### config.mk
export PLATFORM = sky130hd
export DESIGN_NAME = channel_sequencer
export DESIGN_NICKNAME = d
export VERILOG_FILES = /design/src/rtl/channel_sequencer.sv
export SDC_FILE = /design/constraint.sdc
export NUM_CORES = 1
export LEC_CHECK = 0
export CORE_MARGIN = 4
export CORE_UTILIZATION = 60
export CTS_CLUSTER_SIZE = 16
export DETAILED_ROUTE_END_ITERATION = 8
export DONT_BUFFER_PORTS = 1
export GPL_TIMING_DRIVEN = 0
export PLACE_DENSITY = 0.88
export SETUP_SLACK_MARGIN = 0.05
export SYNTH_ARGS = -nofsm -noshare
export SYNTH_HDL_FRONTEND = slang
export SYNTH_SLANG_ARGS = --single-unit
### constraint.sdc
create_clock -name clk -period 2.9 [get_ports clk]
set_clock_uncertainty 0.2 [all_clocks]
set_input_delay 0.435 -clock clk [delete_from_list [all_inputs] [get_ports clk]]
set_output_delay 0.435 -clock clk [all_outputs]
set_load 0.01 [all_outputs]
### src/rtl/channel_sequencer.sv
// Responder side of the conv-layer controller handshake: tracks input/output channel
// progress and publishes per-channel base addresses for the weight, feature-map and output memories.
module channel_sequencer #(
  parameter  int N_IN     = 4,
  parameter  int N_OUT    = 8,
  parameter  int K        = 3,
  parameter  int IN_AREA  = 196,
  parameter  int OUT_AREA = 144,
  parameter  int AW       = 16,
  localparam int CIW      = (N_IN  > 1) ? $clog2(N_IN)  : 1,
  localparam int COW      = (N_OUT > 1) ? $clog2(N_OUT) : 1
) (
  input  logic           clk,
  input  logic           rst_n,
  input  logic           c_load,
  input  logic           cin,
  input  logic           cout,
  output logic           cin_done,
  output logic           cout_done,
  output logic           is_single_input_channel,
  output logic [CIW-1:0] cin_idx,
  output logic [COW-1:0] cout_idx,
  output logic [AW-1:0]  weight_base,
  output logic [AW-1:0]  fmap_base,
  output logic [AW-1:0]  out_base,
  output logic [COW-1:0] bias_addr,
  output logic           acc_clear,
  output logic           out_commit,
  output logic           layer_done,
  output logic           seq_err
);

  localparam int             CCW       = $clog2(N_IN + 1);
  localparam int             KK        = K * K;
  localparam logic [AW-1:0]  IN_STEP   = AW'(IN_AREA);
  localparam logic [AW-1:0]  KK_STEP   = AW'(KK);
  localparam logic [AW-1:0]  OUT_STEP  = AW'(OUT_AREA);
  localparam logic [CCW-1:0] CIN_FULL  = CCW'(N_IN);
  localparam logic [COW-1:0] COUT_LAST = COW'(N_OUT - 1);
  localparam logic           SINGLE_IN = (N_IN == 1);

  typedef enum logic [2:0] {
    CMD_IDLE   = 3'd0,
    CMD_LOAD   = 3'd1,
    CMD_SELECT = 3'd2,
    CMD_COUT   = 3'd3,
    CMD_REJECT = 3'd4
  } cmd_e;

  logic [CCW-1:0] cin_cnt_r,     cin_cnt_nxt_s;
  logic [AW-1:0]  f_ptr_r,       f_ptr_nxt_s;
  logic [AW-1:0]  w_ptr_r,       w_ptr_nxt_s;
  logic [CIW-1:0] cin_idx_r,     cin_idx_nxt_s;
  logic [COW-1:0] cout_idx_r,    cout_idx_nxt_s;
  logic [AW-1:0]  weight_base_r, weight_base_nxt_s;
  logic [AW-1:0]  fmap_base_r,   fmap_base_nxt_s;
  logic [AW-1:0]  out_base_r,    out_base_nxt_s;
  logic           acc_clear_r,   acc_clear_nxt_s;
  logic           out_commit_r,  out_commit_nxt_s;
  logic           layer_done_r,  layer_done_nxt_s;
  logic           seq_err_r,     seq_err_nxt_s;

  cmd_e           cmd_s;
  logic           viol_s;
  logic           any_s;
  logic           multi_s;
  logic           cin_done_s;
  logic           cout_done_s;
  logic           sel_s;
  logic [CCW-1:0] sel_cnt_s;
  logic [AW-1:0]  sel_fptr_s;

  assign cin_done_s  = (cin_cnt_r == CIN_FULL);
  assign cout_done_s = (cout_idx_r == COUT_LAST);
  assign any_s       = c_load | cin | cout;
  assign multi_s     = (c_load & cin) | (c_load & cout) | (cin & cout);

  // Strobe arbitration: c_load > cin > cout, everything refused once the layer is finished
  always_comb begin
    cmd_s  = CMD_IDLE;
    viol_s = 1'b0;
    if (layer_done_r) begin
      if (any_s) begin
        cmd_s  = CMD_REJECT;
        viol_s = 1'b1;
      end else begin
        cmd_s  = CMD_IDLE;
        viol_s = 1'b0;
      end
    end else if (c_load) begin
      cmd_s  = CMD_LOAD;
      viol_s = multi_s;
    end else if (cin) begin
      if (cin_done_s) begin
        cmd_s  = CMD_REJECT;
        viol_s = 1'b1;
      end else begin
        cmd_s  = CMD_SELECT;
        viol_s = multi_s;
      end
    end else if (cout) begin
      cmd_s  = CMD_COUT;
      viol_s = ~cin_done_s;
    end else begin
      cmd_s  = CMD_IDLE;
      viol_s = 1'b0;
    end
  end

  // A single-input layer selects channel 0 on the same edge as c_load, starting from cleared pointers
  always_comb begin
    sel_s      = 1'b0;
    sel_cnt_s  = cin_cnt_r;
    sel_fptr_s = f_ptr_r;
    if (cmd_s == CMD_LOAD) begin
      sel_s      = SINGLE_IN;
      sel_cnt_s  = {CCW{1'b0}};
      sel_fptr_s = {AW{1'b0}};
    end else begin
      sel_s      = (cmd_s == CMD_SELECT);
      sel_cnt_s  = cin_cnt_r;
      sel_fptr_s = f_ptr_r;
    end
  end

  // Next-state computation for counters, bases and flags
  always_comb begin
    cin_cnt_nxt_s     = cin_cnt_r;
    f_ptr_nxt_s       = f_ptr_r;
    w_ptr_nxt_s       = w_ptr_r;
    cin_idx_nxt_s     = cin_idx_r;
    cout_idx_nxt_s    = cout_idx_r;
    weight_base_nxt_s = weight_base_r;
    fmap_base_nxt_s   = fmap_base_r;
    out_base_nxt_s    = out_base_r;
    acc_clear_nxt_s   = 1'b0;
    out_commit_nxt_s  = 1'b0;
    layer_done_nxt_s  = layer_done_r;
    seq_err_nxt_s     = seq_err_r | viol_s;

    case (cmd_s)
      CMD_LOAD: begin
        cin_cnt_nxt_s   = {CCW{1'b0}};
        f_ptr_nxt_s     = {AW{1'b0}};
        acc_clear_nxt_s = 1'b1;
      end
      CMD_COUT: begin
        out_commit_nxt_s = 1'b1;
        if (cout_done_s) begin
          layer_done_nxt_s = 1'b1;
        end else begin
          cout_idx_nxt_s = cout_idx_r + COW'(1);
          out_base_nxt_s = out_base_r + OUT_STEP;
        end
      end
      default: begin
        acc_clear_nxt_s  = 1'b0;
        out_commit_nxt_s = 1'b0;
      end
    endcase

    // w_ptr only ever advances, so weight_base walks the cout-major, cin-minor layout without a multiplier
    if (sel_s) begin
      cin_idx_nxt_s     = sel_cnt_s[CIW-1:0];
      fmap_base_nxt_s   = sel_fptr_s;
      weight_base_nxt_s = w_ptr_r;
      cin_cnt_nxt_s     = sel_cnt_s + CCW'(1);
      f_ptr_nxt_s       = sel_fptr_s + IN_STEP;
      w_ptr_nxt_s       = w_ptr_r + KK_STEP;
    end else begin
      w_ptr_nxt_s = w_ptr_r;
    end
  end

  // State registers
  always_ff @(posedge clk or negedge rst_n) begin
    if (!rst_n) begin
      cin_cnt_r     <= {CCW{1'b0}};
      f_ptr_r       <= {AW{1'b0}};
      w_ptr_r       <= {AW{1'b0}};
      cin_idx_r     <= {CIW{1'b0}};
      cout_idx_r    <= {COW{1'b0}};
      weight_base_r <= {AW{1'b0}};
      fmap_base_r   <= {AW{1'b0}};
      out_base_r    <= {AW{1'b0}};
      acc_clear_r   <= 1'b0;
      out_commit_r  <= 1'b0;
      layer_done_r  <= 1'b0;
      seq_err_r     <= 1'b0;
    end else begin
      cin_cnt_r     <= cin_cnt_nxt_s;
      f_ptr_r       <= f_ptr_nxt_s;
      w_ptr_r       <= w_ptr_nxt_s;
      cin_idx_r     <= cin_idx_nxt_s;
      cout_idx_r    <= cout_idx_nxt_s;
      weight_base_r <= weight_base_nxt_s;
      fmap_base_r   <= fmap_base_nxt_s;
      out_base_r    <= out_base_nxt_s;
      acc_clear_r   <= acc_clear_nxt_s;
      out_commit_r  <= out_commit_nxt_s;
      layer_done_r  <= layer_done_nxt_s;
      seq_err_r     <= seq_err_nxt_s;
    end
  end

  assign cin_done                = cin_done_s;
  assign cout_done               = cout_done_s;
  assign is_single_input_channel = SINGLE_IN;
  assign cin_idx                 = cin_idx_r;
  assign cout_idx                = cout_idx_r;
  assign weight_base             = weight_base_r;
  assign fmap_base               = fmap_base_r;
  assign out_base                = out_base_r;
  assign bias_addr               = cout_idx_r;
  assign acc_clear               = acc_clear_r;
  assign out_commit              = out_commit_r;
  assign layer_done              = layer_done_r;
  assign seq_err                 = seq_err_r;

endmodule
# ---- Yosys cells after proc, flatten, opt, wreduce, memory -nomap -nowiden
# Cells that the tools add are included.
dict set report classes {
  add_sub_neg 5
  n_eq_ne 5
  n_mux 19
  bitwise_logic 10
  n_reduce_logical 2
}
# cell count
set op_table {}
lappend op_table {{adder 16 x 8 -> 16 bit (second input constant)} 2}
lappend op_table {{2-to-1 mux 16 bit} 2}
lappend op_table {{2-to-1 mux 3 bit} 7}
lappend op_table {{adder 16 x 4 -> 16 bit (second input constant)} 1}
lappend op_table {{2-to-1 mux 1 bit} 9}
lappend op_table {{adder 3 x 1 -> 3 bit (second input constant)} 2}
lappend op_table {{== test 3 x 2 -> 1 bit (second input constant)} 2}
lappend op_table {{== test 3 bit (second input constant)} 2}
lappend op_table {{OR 1 bit} 5}
lappend op_table {{AND reduction 2 bit} 2}
lappend op_table {{AND 1 bit} 3}
lappend op_table {{== test 3 x 1 -> 1 bit (second input constant)} 1}
lappend op_table {{2-to-1 mux 2 bit} 1}
lappend op_table {{NOT 1 bit} 2}
dict set report word_totals {
  ff_bits 92
  inputBits 5
  output_inout_bits 63
  word_cells 53
}

# ---- Depth between registers and ports, before layout
# Gate-level depths: netlist (run 1).
dict set report logic_depth {
  word_depth 9
  mapped_depth 9
  depth_no_buf 7
}

# ---- Worst setup path before layout (run 1)
# Ideal clock, no wire load.
dict set report synth_path {
  kind {reg-to-reg}
  startpoint {register layer_done_r, in the netlist layer_done}
  endpoint {register f_ptr_r[12]}
  setup_ps 79
  arrival_ps 2135
  required_time_ps 2621
  slack_ps 486
  path_stages_with_launch 10
  path_buffers 2
  synth_period_minus_slack_ps 2414
  path_cell_list {dfrtp_1 -> buf_2 -> nand2b_1 -> clkbuf_1 -> and2_1 -> ha_1 -> a311o_1 -> nand4_1 -> or3_1 -> a21oi_1}
}
dict set report synth_via {
  elab_chain_len 5
  word_cells_on_any_way 7
  cone_classes {add/sub: 1; eq/ne: 2; mux: 4}
}
# item line
set synth_rtl {}
lappend synth_rtl {{start: declaration} 60} ;# logic layer_done_r, layer_done_nxt_s;
lappend synth_rtl {{start signal: assignment} 201} ;# layer_done_r <= layer_done_nxt_s;
lappend synth_rtl {{2-to-1 mux 3 bit} 82} ;# if (layer_done_r) begin
lappend synth_rtl {{== test 3 x 1 -> 1 bit} 115} ;# if (cmd_s == CMD_LOAD) begin
lappend synth_rtl {{2-to-1 mux 16 bit} 115}
lappend synth_rtl {{via sel_fptr_s[2]} 71} ;# logic [AW-1:0] sel_fptr_s;
lappend synth_rtl {{adder 16 x 8 -> 16 bit} 168} ;# f_ptr_nxt_s = sel_fptr_s + IN_STEP;
lappend synth_rtl {{2-to-1 mux 16 bit} 163} ;# if (sel_s) begin
lappend synth_rtl {{via f_ptr_nxt_s[12]} 51} ;# logic [AW-1:0] f_ptr_r, f_ptr_nxt_s;
lappend synth_rtl {{end signal: assignment} 179} ;# f_ptr_r <= {AW{1'b0}};
lappend synth_rtl {{end signal: assignment} 192} ;# f_ptr_r <= f_ptr_nxt_s;
lappend synth_rtl {{end: declaration} 51}
# The timed path passes the listed nets, and every way through them passes these cells.
# A chain may end at the register's enable or synchronous reset.

# ---- Final worst setup path (run 1)
dict set report layout_path {
  startpoint {register layer_done_r, in the netlist layer_done}
  endpoint {register f_ptr_r[14]}
}
# The elaborated chain is that of the path after synthesis.

==> impl_metrics.csv, run 1 <==
group,metric,value,unit
status,status,"completed",
layout,multi_input_area,1520,sq um
detailed_routing,ant_nets,0,
timing,rsz0062_at_grt,"false",
setup_path,reg2reg_slack,280,ps
layout,drive_above_1_share,12.4,%
yosys,synth.distinct_cells,44,
cts,clk_latency,350,ps
placed_design,dp_cells,451,
yosys,yosys-top-cells-count,"nand2_1, dfrtp_1, xnor2_1, nand3_1, xor2_1",
global_routing,first_global_vias,2743,
layout,nNetsFinal,402,
power_and_ir_drop,switching_power,1.20,mW
yosys,synth_area_leaders,"dfrtp_1, nand2_1, xnor2_1, xor2_1, nand3_1",
detailed_routing,drt_wl_total,7.31,mm
setup_path,r2r_start,"layer_done",
setup_path,crit_type,"reg -> reg",
yosys,postSynth.asyncResetShare,100,%
cts,root_buffer,"clkbuf_8",
yosys,synth.avg_cell_area,10.3,sq um
timing,finalSetupViolCount,0,
timing,final-hold-violation-count,0,
timing,drv_slew,0,
die,start_util,63.4,%
timing,hold_slack,83.3,ps
timing,fmax,0.381,GHz
worst_hold_path,hold_class,"in -> reg",
global_routing,grt_max_degree,89,
layout,regArea,2200,sq um
global_routing,antenna_found_initial,0,
timing,period_share,90.5,%
die,num_rows,28,
cts,clock_path_buffers,2,
placed_design,io_buffers,0,
yosys,yosysSeqAreaShare,57.3,%
cts,clock_sinks,88,
power_and_ir_drop,combPwrFrac,20.4,%
layout,num_antenna_cells,0,
power_and_ir_drop,intPower,2.35,mW
detailed_routing,vias_per_cell,5.42,
yosys,synth_edf_count,0,
setup_path,worstSetupEndpointType,"flop",
flow_run,drv_cap,0,
die,dieArea,7750,sq um
cts,cts_buffers,9,
power_and_ir_drop,swShare,33.8,%
layout,syn2layout_area_growth,10.2,%
power_and_ir_drop,seqPwrFrac,53.4,%
yosys,yosysWarnings,0,
yosys,synth_area,3840,sq um
power_and_ir_drop,vdd_drop_max,0.000559,V
die,coreArea,6060,sq um
detailed_routing,num_vias,2547,
yosys,synth_largest_area_cell,"dfrtp_1",
placed_design,dp_hpwl,5.02,mm
setup_path,slowest_delay,410,ps
setup_path,r2r-end,"f_ptr_r[14]",
setup_path,critPathRequiredTime,2970,ps
setup_path,cp_cell_sequence,"buf_2 -> nand2b_2 -> clkbuf_4 -> and2_1 -> ha_1 -> a311o_1 -> nand4_1 -> or3_1 -> a21oi_1",
cts,htree_levels,3,
layout,finalNonFillerCells,470,
setup_path,critPathBufInv,2,
power_and_ir_drop,p_per_area,839,nW/um^2
setup_path,crit_arrival,2700,ps
cts,cts_tree,"done",
power_and_ir_drop,total_power,3.55,mW
yosys,synth_top_cell_area_share,57.3,%
die,fp.dieW,88.0,um
layout,final_util,69.9,%
yosys,ys_ff_latch,88,
global_routing,grt-ovfl-total,0,
setup_path,start_kind,"flop",
setup_path,rr_worst_depth,9,
worst_hold_path,worstHoldEndpoint,"cin_idx[0]",
setup_path,cp_slowest_cell,"dfrtp_1",
setup_path,cp_max_fo,10,
timing,period_minus_slack,2620,ps
worst_hold_path,hold_start,"c_load",
worst_hold_path,holdPathStages,3,
setup_path,critPathTopFamily,"simple AND/OR/NAND/NOR gates",
detailed_routing,drc,0,
yosys,syn_inst,372,
global_routing,grt_pass1_wl,12.9,mm
setup_path,path_depth,9,
placed_design,place.gp.congestion,0.819,
detailed_routing,wl_per_cell,15.6,um
detailed_routing,first_pass_iters,4,
detailed_routing,drt-initial-drc-count,123,
global_routing,grt_usage,21.6,%
power_and_ir_drop,p_leak,2.08,nW
cts,post_cts_buffers,0,
yosys,synth_ff_type,"dfrtp_1",
die,die_y,88.0,um
cts,path_clk_slew,80,ps
layout,fill_cells,446,
power_and_ir_drop,pwr-share-clk,26.2,%
die,pin_count,68,
yosys,yosysMostFrequentCell,"nand2_1",
timing,tns,0,ps
-- stage by stage --
stage	instance area [sq um]	setup WS [ps]
finish	4240	275
global route	4240	46.6
CTS	4230	187
detailed placement	3950	36.5
global placement	3950	102
floorplan	3860	486
-- how the worst max path moves through the flow --
stage | endpoint | startpoint | slack [ps]
3_3_place_gp | f_ptr_r[14] | layer_done | 100
5_1_grt | f_ptr_r[14] | layer_done | 50
4_1_cts | f_ptr_r[14] | layer_done | 190
2_1_floorplan | f_ptr_r[12] | layer_done | 490
6_report | f_ptr_r[14] | layer_done | 280
3_5_place_dp | f_ptr_r[14] | layer_done | 40
-- layout make-up --
cell class              count  area share (%)
plain buffers              21            3.07
inverters                   3           0.266
flip-flops and latches     88            52.0
clock buffers              12            3.66
well taps                  75            2.22
clock inverters             3            1.54
multi-input cells         264            35.9
repair buffers              4            1.36
-- kinds of logic (layout without fill, tap and decap cells) --
family          after synthesis  count (layout)  synth area share, %
simple gates                189             189                 23.4
xor+xnor                     35              35                 7.98
compound gates               24              24                 4.17
mux                           5               5                 1.47
flops                        88              88                 57.3
other cells                   1               5               0.0976
buf+inv                      24              43                 3.58
fa+ha+maj                     6               6                 1.95
-- sequential cells by signal (all words and copies together), names as in the netlist, 2 cells and up --
register and count:
bias_addr 3, cin_cnt_r 3, cin_idx 2, f_ptr_r 16
fmap_base 16, out_base 12, w_ptr_r 16, weight_base 16
-- worst register-to-register path: cells and delay by family (launching register included) --
kind,cells,cell delay (ps)
DFF,1,410
and+or+nand+nor,4,940
adders and majority gates,1,190
buffers and inverters,2,450
AOI/OAI and AO/OA,2,360
-- power by group through the flow --
stage | Clock (mW) | Sequential [mW] | Combinational [mW]
2_1_floorplan | 0 | 1.84 | 0.567
3_3_place_gp | 0 | 1.90 | 0.644
3_5_place_dp | 0 | 1.93 | 0.689
4_1_cts | 0.952 | 1.91 | 0.727
5_1_grt | 1.01 | 1.96 | 0.839
6_report | 0.931 | 1.90 | 0.724
-- cell usage in the layout (no fill, tap or decap), drive strengths merged, types with 5 or more instances in the layout --
cell type | Yosys | routed
xnor2 | 24 | 24
clkbuf | 4 | 16
buf | 17 | 18
nor2 | 9 | 9
ha | 6 | 6
and2 | 6 | 6
xor2 | 11 | 11
o21ai | 8 | 8
conb | 1 | 5
and3 | 6 | 6
nand3 | 18 | 18
dfrtp | 88 | 88
nand2 | 123 | 123
nor3 | 5 | 5
mux2 | 5 | 5
-- timing repair --
item,CTS,global route
resized for setup,1,3
endpoints found under the hold margin,89,0
setup endpoints to repair,1,2
hold buffers,4,0
-- metal layers --
layer  vias to the layer above  track usage [%]  share of wire (%)
met1                      1208             26.8                 43
met2                        73             35.1                 48
met3                        13             7.15                7.2
li1                       1253                -                  -
met4                         0             8.65                2.1
met5                         -                0                  0
No activity file was read; power rests on OpenSTA's default activity.
==> run 2: changes to the inputs <==
- clock period: 2.9 -> 2.6 ns (I/O delays scaled with it)
==> run 2 against run 1 <==
The run now ends with hold timing left. Combinational power rose by 9.7%. Cell count did not move. Critical path depth rose by 1. Critical endpoint is now f_ptr_r[12].
==> impl_metrics.csv, run 2 (synthesis results as in run 1) <==
group,metric,value,unit
status,status,"complete, but fails checks",
status,violations,"hold timing",
die,fp.dieW,88.0,um
layout,final_common_cell,"nand2_1",
layout,nNetsFinal,402,
cts,cts_tree,"done",
die,coreArea,6060,sq um
global_routing,grt-ovfl-total,0,
power_and_ir_drop,switching_power,1.31,mW
power_and_ir_drop,intPower,2.64,mW
placed_design,place.gp.congestion,0.819,
cts,cts_buffers,9,
layout,fill_cells,444,
cts,clock_path_buffers,2,
setup_path,critPathRequiredTime,2670,ps
cts,clk_latency,350,ps
power_and_ir_drop,swShare,33.2,%
power_and_ir_drop,vdd_drop_max,0.000623,V
timing,hold_slack,-472,ps
placed_design,io_buffers,0,
timing,final-hold-violation-count,88,
global_routing,grt_pass1_wl,12.7,mm
detailed_routing,first_pass_iters,4,
die,pin_count,68,
detailed_routing,drt-initial-drc-count,126,
setup_path,crit_type,"reg -> reg",
die,die_y,88.0,um
setup_path,worstSetupEndpointType,"flop",
layout,final_cell_mix,"nand2_1, dfrtp_1, xnor2_1",
setup_path,start_kind,"flop",
layout,final_area,4230,sq um
timing,fmax,0.411,GHz
placed_design,dp_hpwl,5.02,mm
global_routing,antenna_found_initial,0,
flow_run,drv_cap,0,
setup_path,r2r_start,"layer_done",
timing,finalSetupViolCount,0,
cts,cts_hold_buf,2,
power_and_ir_drop,p_per_area,934,nW/um^2
cts,clock_sinks,88,
cts,htree_levels,3,
detailed_routing,ant_nets,0,
timing,tns,0,ps
timing,period_minus_slack,2430,ps
power_and_ir_drop,seqPwrFrac,53.7,%
worst_hold_path,hold_class,"in -> async",
die,start_util,63.4,%
die,num_rows,28,
placed_design,placed_cell_area,3950,sq um
layout,final_util,69.8,%
setup_path,cp_max_fo,10,
global_routing,grt_max_degree,89,
layout,num_antenna_cells,0,
cts,root_buffer,"clkbuf_8",
setup_path,rr_worst_depth,10,
detailed_routing,vias_per_cell,5.44,
layout,drive_above_1_share,13.2,%
detailed_routing,drc,0,
die,dieArea,7750,sq um
timing,drv_slew,0,
timing,rsz0062_at_grt,"false",
setup_path,r2r-end,"f_ptr_r[12]",
global_routing,grt_usage,21.3,%
global_routing,first_global_vias,2716,
setup_path,crit_arrival,2500,ps
cts,path_clk_slew,80,ps
detailed_routing,num_vias,2557,
setup_path,reg2reg_slack,170,ps
detailed_routing,drt_wl_total,7.24,mm
timing,period_share,93.5,%
layout,syn2layout_area_growth,10.1,%
power_and_ir_drop,pwr-share-clk,26.2,%
power_and_ir_drop,p_leak,2.07,nW
detailed_routing,wl_per_cell,15.4,um
power_and_ir_drop,combPwrFrac,20.1,%
[run 2: repair_timing]
action                                  CTS  global route
resized for setup                         5             5
pin swaps                                 0             1
setup buffers                             0             2
endpoints found under the setup margin    4             3
endpoints found under the hold margin    89            88
[run 2: power by group through the flow]
stage	combinational (mW)	clock [mW]	sequential (mW)
final	0.794	1.03	2.12
after global placement	0.719	0	2.12
after CTS	0.791	1.06	2.13
after global routing	0.916	1.13	2.18
after detailed placement	0.769	0	2.15
after floorplan	0.633	0	2.05
[run 2: area by class of cell]
class                           count  area (sq um)  share of cell area, %
Tap cell                           75          93.8                   2.22
Sequential cell                    88          2200                   52.1
Inverter                            3          11.3                  0.266
Multi-Input combinational cell    264          1530                   36.1
Clock inverter                      3          65.1                   1.54
Timing Repair Buffer                4          35.0                  0.828
Buffer                             21           140                   3.31
Clock buffer                       12           155                   3.67
[run 2: worst max-delay path, cell delays in order (launching register included)]
cell and delay [ps]:
dfrtp_2 410, buf_6 150, nand2b_4 160, buf_6 140, and2_1 140, ha_2 190
a311o_1 200, nand4_1 130, buf_4 180, or3_1 310, a21oi_1 140
[run 2: routing by layer]
metal  up-vias  GRT usage (%)  part of all wire (%)
met5         -              0                     0
met4         0           8.52                   1.8
met3        12           7.24                   7.0
met2        70           34.3                    48
met1      1223           26.5                    43
li1       1252              -                     -
[run 2: how the worst max path moves through the flow]
stage | slack, ps | endpoint | from | cells past startpoint
2_1_floorplan | 190 | f_ptr_r[12] | layer_done | 9
3_3_place_gp | -200 | f_ptr_r[14] | layer_done | 9
3_5_place_dp | -260 | f_ptr_r[14] | layer_done | 9
4_1_cts | 80 | f_ptr_r[14] | layer_done | 9
5_1_grt | 40 | f_ptr_r[12] | layer_done | 10
6_report | 170 | f_ptr_r[12] | layer_done | 10
[run 2: through the flow]
stage	setup slack [ps]	instances	total power, mW	hold slack [ps]
floorplan	186	376	2.68	-106
global placement	-198	451	2.84	-103
detailed placement	-263	451	2.92	-104
CTS	76.4	468	3.98	-491
global route	37.8	470	4.23	-497
finish	169	470	3.95	-472
